[src/rtl/relay_cpu_core.sv]
// relay_cpu_core: small accumulator CPU with a serial program loader,
// two-word immediate/address instructions and single-step control.
module relay_cpu_core #(
  parameter int DATA_W    = 8,
  parameter int ADDR_W    = 8,
  parameter int MEM_DEPTH = 256
) (
  input  logic              clock,
  input  logic              reset_n,
  input  logic              loadValid,
  input  logic [DATA_W-1:0] loadData,
  input  logic              loadDone,
  input  logic              loadStart,
  input  logic              stepEn,
  input  logic              step,
  output logic              loadReady,
  output logic [ADDR_W-1:0] pc,
  output logic [DATA_W-1:0] instr,
  output logic [DATA_W-1:0] regA,
  output logic [DATA_W-1:0] regB,
  output logic              flagZ,
  output logic              flagC,
  output logic [2:0]        state,
  output logic              halted,
  output logic              instrDone,
  output logic              memWrite
);

  typedef enum logic [2:0] {
    S_LOAD    = 3'd0,
    S_FETCH   = 3'd1,
    S_OPERAND = 3'd2,
    S_EXEC    = 3'd3,
    S_HALT    = 3'd4
  } state_e;

  localparam logic [3:0] OP_LDA   = 4'd1;
  localparam logic [3:0] OP_LDB   = 4'd2;
  localparam logic [3:0] OP_ADD   = 4'd3;
  localparam logic [3:0] OP_SUB   = 4'd4;
  localparam logic [3:0] OP_AND   = 4'd5;
  localparam logic [3:0] OP_XOR   = 4'd6;
  localparam logic [3:0] OP_LOAD  = 4'd7;
  localparam logic [3:0] OP_STORE = 4'd8;
  localparam logic [3:0] OP_JMP   = 4'd9;
  localparam logic [3:0] OP_JZ    = 4'd10;
  localparam logic [3:0] OP_JC    = 4'd11;
  localparam logic [3:0] OP_HALT  = 4'd15;

  function automatic logic [ADDR_W-1:0] inc_addr(
    input logic [ADDR_W-1:0] a
  );
    if (32'(a) >= 32'(MEM_DEPTH - 1)) return '0;
    return a + ADDR_W'(1);
  endfunction

  // operand addresses: truncate to ADDR_W, then fold into memory depth
  function automatic logic [ADDR_W-1:0] opr_addr(
    input logic [DATA_W-1:0] v
  );
    return ADDR_W'(32'(ADDR_W'(v)) % 32'(MEM_DEPTH));
  endfunction

  function automatic logic two_word(input logic [3:0] o);
    return o inside {OP_LDA, OP_LDB, OP_LOAD, OP_STORE,
                     OP_JMP, OP_JZ, OP_JC};
  endfunction

  logic [DATA_W-1:0] mem [MEM_DEPTH];

  state_e            state_q, state_d;
  logic [ADDR_W-1:0] pc_q, pc_d;
  logic [ADDR_W-1:0] load_addr_q, load_addr_d;
  logic [DATA_W-1:0] instr_q, instr_d;
  logic [DATA_W-1:0] opr_q, opr_d;
  logic [DATA_W-1:0] a_q, a_d;
  logic [DATA_W-1:0] b_q, b_d;
  logic              z_q, z_d;
  logic              c_q, c_d;

  logic              mem_we;
  logic [ADDR_W-1:0] mem_waddr;
  logic [DATA_W-1:0] mem_wdata;

  logic [DATA_W-1:0] fetch_word;
  logic [DATA_W-1:0] opr_word;
  logic [ADDR_W-1:0] opr_a;
  logic [3:0]        op;
  logic [DATA_W-1:0] alu_r;
  logic              alu_c;

  assign fetch_word = mem[pc_q];
  assign opr_a      = opr_addr(opr_q);
  assign opr_word   = mem[opr_a];
  assign op         = instr_q[3:0];

  always_comb begin
    alu_r = '0;
    alu_c = 1'b0;
    unique case (op)
      OP_ADD:  {alu_c, alu_r} = {1'b0, a_q} + {1'b0, b_q};
      OP_SUB:  {alu_c, alu_r} = {1'b0, a_q} - {1'b0, b_q};
      OP_AND:  alu_r = a_q & b_q;
      OP_XOR:  alu_r = a_q ^ b_q;
      default: ;
    endcase
  end

  always_comb begin
    state_d     = state_q;
    pc_d        = pc_q;
    load_addr_d = load_addr_q;
    instr_d     = instr_q;
    opr_d       = opr_q;
    a_d         = a_q;
    b_d         = b_q;
    z_d         = z_q;
    c_d         = c_q;
    mem_we      = 1'b0;
    mem_waddr   = load_addr_q;
    mem_wdata   = loadData;
    unique case (state_q)
      S_LOAD: begin
        if (loadValid) begin
          mem_we      = 1'b1;
          load_addr_d = inc_addr(load_addr_q);
        end
        if (loadDone) begin
          state_d = S_FETCH;
          pc_d    = '0;
        end
      end
      S_FETCH: begin
        if (!stepEn || step) begin
          instr_d = fetch_word;
          pc_d    = inc_addr(pc_q);
          state_d = two_word(fetch_word[3:0]) ? S_OPERAND : S_EXEC;
        end
      end
      S_OPERAND: begin
        opr_d   = fetch_word;
        pc_d    = inc_addr(pc_q);
        state_d = S_EXEC;
      end
      S_EXEC: begin
        state_d = S_FETCH;
        unique case (op)
          OP_LDA:  a_d = opr_q;
          OP_LDB:  b_d = opr_q;
          OP_ADD, OP_SUB, OP_AND, OP_XOR: begin
            a_d = alu_r;
            z_d = (alu_r == '0);
            c_d = alu_c;
          end
          OP_LOAD: a_d = opr_word;
          OP_STORE: begin
            mem_we    = 1'b1;
            mem_waddr = opr_a;
            mem_wdata = a_q;
          end
          OP_JMP:  pc_d = opr_a;
          OP_JZ:   if (z_q) pc_d = opr_a;
          OP_JC:   if (c_q) pc_d = opr_a;
          OP_HALT: state_d = S_HALT;
          default: ;
        endcase
      end
      S_HALT: begin
        if (loadStart) begin
          state_d     = S_LOAD;
          load_addr_d = '0;
        end
      end
      default: state_d = S_LOAD;
    endcase
  end

  always_ff @(posedge clock or negedge reset_n) begin
    if (!reset_n) begin
      state_q     <= S_LOAD;
      pc_q        <= '0;
      load_addr_q <= '0;
      instr_q     <= '0;
      opr_q       <= '0;
      a_q         <= '0;
      b_q         <= '0;
      z_q         <= 1'b0;
      c_q         <= 1'b0;
    end else begin
      state_q     <= state_d;
      pc_q        <= pc_d;
      load_addr_q <= load_addr_d;
      instr_q     <= instr_d;
      opr_q       <= opr_d;
      a_q         <= a_d;
      b_q         <= b_d;
      z_q         <= z_d;
      c_q         <= c_d;
    end
  end

  // program memory survives reset
  always_ff @(posedge clock) begin
    if (mem_we) mem[mem_waddr] <= mem_wdata;
  end

  assign state     = state_q;
  assign pc        = pc_q;
  assign instr     = instr_q;
  assign regA      = a_q;
  assign regB      = b_q;
  assign flagZ     = z_q;
  assign flagC     = c_q;
  assign loadReady = (state_q == S_LOAD);
  assign halted    = (state_q == S_HALT);
  assign instrDone = (state_q == S_EXEC);
  assign memWrite  = (state_q == S_EXEC) && (op == OP_STORE);

endmodule

[config.mk]
export PLATFORM = sky130hd
export DESIGN_NAME = relay_cpu_core
export DESIGN_NICKNAME = d
export VERILOG_FILES = /design/src/rtl/relay_cpu_core.sv
export SDC_FILE = /design/constraint.sdc
export NUM_CORES = 2
export LEC_CHECK = 0
export ABC_AREA = 1
export ABC_CLOCK_PERIOD_IN_PS = 18100
export BUFFER_PORTS_ARGS = -buffer_cell sky130_fd_sc_hd__buf_2
export CAP_MARGIN = 0
export CORE_MARGIN = 5
export CORE_UTILIZATION = 25
export DETAILED_ROUTE_END_ITERATION = 10
export PLACE_DENSITY = 0.38
export SLEW_MARGIN = 30
export SYNTH_ARGS = -nofsm -noshare
export SYNTH_HDL_FRONTEND = slang
export SYNTH_SLANG_ARGS = --single-unit
[constraint.sdc]
create_clock -name clock -period 18.1 [get_ports clock]
set_input_delay 0 -clock clock [delete_from_list [all_inputs] [get_ports clock]]
set_output_delay 0 -clock clock [all_outputs]
set_load 0.01 [all_outputs]
==> impl_metrics.ini <==
[routing]
vias_per_cell = 5.53
drtAntennaViolNets = 0
drt_iter0_markers = 12038
finalWirelength_mm = 496
drt_first_pass_iters = 6
dr_total_vias = 91486
routedWlPerCell_um = 30.0
drc_errors = 0

[yosys]
ys_warn_count = 0
yosysTopAreaCell = edfxtp_1
yosys.area_share.simple_pct = 19.7
synthArstFlopShare_pct = 2.52
ys_seq_area_share_pct = 60.1
yosys_most_used_dff = edfxtp_1
synth_edf_count = 2048
ys_ff_latch = 2101
synth_top_area_share_pct = 58.8
synthMuxAreaShare_pct = 0
synth_compound_area_share_pct = 15.3
synth_top_family_by_area = simple AND/OR/NAND/NOR gates
synth.cell_area_mm2 = 0.105
avgSynthCellArea_um2 = 9.31
synth_cells = 11227
synth_fp_nets = 11262
synthAdderAreaFrac_pct = 0.254
yosys.cell_types.count = 44
synth.area.top_cells = edfxtp_1, o21ai_0, nor2_1
synthXorXnorAreaFrac_pct = 0.0168

[pwr]
p_int_mw = 10.7
vdd_drop_max_mv = 0.155
power_switching_mw = 9.70
swShare_pct = 47.6
power_frac_seq_pct = 28.6
power_density_mw_per_mm2 = 172
leakagePower_nw = 39.6
pwr-share-clk_pct = 25.9
combPwrFrac_pct = 45.5

[grt]
antenna_found_initial = 29
grt_usage_pct = 21.9
overflow = 0
grt_max_degree = 266
grt_pass1_vias = 85873
grt_pass1_wl_mm = 687

[clocking]
clk_path_buf_depth = 4
cts_resized = 0
cts_made_buffers = 267
clkSlewWorstSetupHoldPaths_ns = 0.06
cts_tree = built
numClockSinks = 2101
htree_levels = 5
clock_latency_ns = 0.92
clock-root-buffer = clkbuf_16

[setup_path]
crit_type = flop to flop
r2r-start = pc[0]$_DFFE_PN0P_
crit_fanout = 154
end_kind = flop
worstSetupStartpointType = flop
rrSetupSlack_ns = 11.16
worstRegToRegCells = 22
r2r-end = state[0]$_DFFE_PN0P_
critical_path_required_ns = 18.87
worstPathArrival_ns = 7.71
cp_slowest_cell = dfrtp_4
max_stage_delay_ns = 0.96
worstPathCellList = buf_4 -> buf_12 -> buf_4 -> buf_4 -> nand2_1 -> nand3_1 -> nand3_1 -> nand3_1 -> nand3_1 -> nand3_1 -> nand3_1 -> nand2_1 -> nand2_1 -> nand2_1 -> nand3_1 -> nand2_1 -> nand3_1 -> nand2_1 -> nand2_1 -> nand2_1 -> nand2_1 -> dlygate4sd3_1
crit_top_cell = nand2_1

[sta]
tightest_slew_ns = 1.13
drv_slew = 0
clock_skew_ns = 0.0508
setup-violations-final = 0
period_minus_slack_ns = 6.94
max_freq_mhz = 144
finalHoldViolCount = 0
final.setup.tns_ns = 0
hold_slack_ns = 0.0734
rsz0062_at_grt = no
slew_headroom_pct = 24.5
worst_slack_ns = 11.16
period_share_pct = 38.4

[floorplan]
initial_utilization_pct = 25.1
die_height_um = 657
dieArea_mm2 = 0.431
io_pins = 56
core-area_mm2 = 0.417
die_x_um = 657
num_rows = 237

[cells_and_area]
drive_gt1_share_pct = 7.40
area_growth_pct = 13.1
fin_area_mm2 = 0.118
fin_nets = 10884
fillers = 43061

[status]
outcome = complete, no violations

[placed_design]
gp_congestion = 0.889
portBuffers = 55
pre_cts_ws_ns = 11.72
placedInstanceArea_mm2 = 0.110
dp_hpwl_mm = 290

[run]
maxCapViolations = 0

[min_path]
whs_endpoint = mem[196][0]$_DFFE_PP_
hold_start = loadData[0]
hold_path_depth = 4
hp-class = input port to flop
==> critical path, delay by kind of cell, from the launching register on <==
family / cells / cell delay, ns
buffers and inverters: 5 / 3.37
flip-flops: 1 / 0.96
AND/OR/NAND/NOR: 17 / 2.19
==> cells by family after synthesis <==
group	count (synthesis)
flops	2101
buf+inv	1031
simple gates	5127
fa+ha+maj	20
compound gates	2946
xor+xnor	2
==> registers in the layout, indices dropped and copies added, names as in the netlist <==
name and count:
mem 2048, instr 8, load_addr_q 8, opr_q 8, pc 8, regA 8, regB 8, state 3
flagC 1, flagZ 1
==> how the worst max path moves through the flow <==
stage	cells after the start	endpoint	slack, ns	start
4_1_cts	22	state[0]$_DFFE_PN0P_	11.14	pc[0]$_DFFE_PN0P_
3_3_place_gp	21	state[0]$_DFFE_PN0P_	11.61	pc[0]$_DFFE_PN0P_
2_1_floorplan	6	mem[0][0]$_DFFE_PP_	4.81	instr[0]$_DFFE_PN0P_
5_1_grt	22	state[0]$_DFFE_PN0P_	10.98	pc[0]$_DFFE_PN0P_
3_5_place_dp	21	state[0]$_DFFE_PN0P_	11.72	pc[0]$_DFFE_PN0P_
6_report	22	state[0]$_DFFE_PN0P_	11.16	pc[0]$_DFFE_PN0P_
==> synth_stat cells (2+ instances only) <==
cell / n
a21oi_1: 197
or2_2: 5
nor3_1: 22
ha_1: 18
buf_4: 101
nand2_2: 4
fa_1: 2
a21boi_0: 11
o21ai_1: 65
clkbuf_2: 4
nand2_1: 2016
nor2_2: 2
o21ai_0: 1768
inv_2: 5
nor2_1: 2088
xor2_1: 2
a22oi_1: 6
buf_6: 35
inv_6: 2
dfrtp_1: 53
nand4_1: 3
clkinv_1: 3
a32oi_1: 3
a31oi_1: 6
buf_2: 332
o21bai_1: 2
o211ai_1: 12
o22ai_1: 864
edfxtp_1: 2048
inv_1: 91
nand3_1: 983
buf_1: 48
clkbuf_1: 409
o2111ai_1: 3
o31ai_1: 5
==> per-layer routing <==
layer / up-vias / track usage [%] / wire length [um]
li1: 39261 / - / -
met1: 46084 / 30.3 / 211000
met2: 5235 / 33.6 / 218000
met3: 894 / 4.09 / 45100
met4: 12 / 8.80 / 21900
met5: - / 0 / 76
==> metrics by stage <==
step / power, mW / cells / util, %
floorplan: 11.0 / 11227 / -
global placement: 15.0 / 16055 / 26.2
CTS: 20.3 / 16533 / 28.3
detailed placement: 15.0 / 16055 / 26.3
finish: 20.4 / 16548 / 28.4
global route: 21.1 / 16539 / 28.4
==> placed cells by master, fill, tap and decap left out, drive strengths merged, types with 107 or more instances in the layout <==
cell	instances
nor2	2090
edfxtp	2048
nand2	2020
o21ai	1833
nand3	983
o22ai	864
clkbuf	332
buf	265
a21oi	197
inv	107
==> layout make-up <==
type	count	area, um2	area share [%]
Sequential cell	2101	62900	53.1
Clock inverter	129	1200	1.01
Timing Repair Buffer	282	2420	2.05
Clock buffer	332	7140	6.03
Multi-Input combinational cell	8095	37300	31.5
Inverter	102	494	0.418
Antenna cell	10	25.0	0.0212
Tap cell	5497	6880	5.81
==> power by group through the flow <==
| stage | registers (mW) | clock network [mW] | logic, mW |
|---|---|---|---|
| 2_1_floorplan | 5.88 | 0 | 5.17 |
| 3_3_place_gp | 5.92 | 0 | 9.06 |
| 3_5_place_dp | 5.92 | 0 | 9.08 |
| 4_1_cts | 5.82 | 5.38 | 9.10 |
| 5_1_grt | 5.82 | 5.58 | 9.74 |
| 6_report | 5.83 | 5.28 | 9.27 |
==> what timing repair did <==
| item | 4_1_cts | 5_1_grt |
|---|---|---|
| hold endpoints to repair | 282 | 0 |
| hold buffers | 17 | 0 |
| buffers inserted | 0 | 0 |
Power figures use the tool's default switching activity.
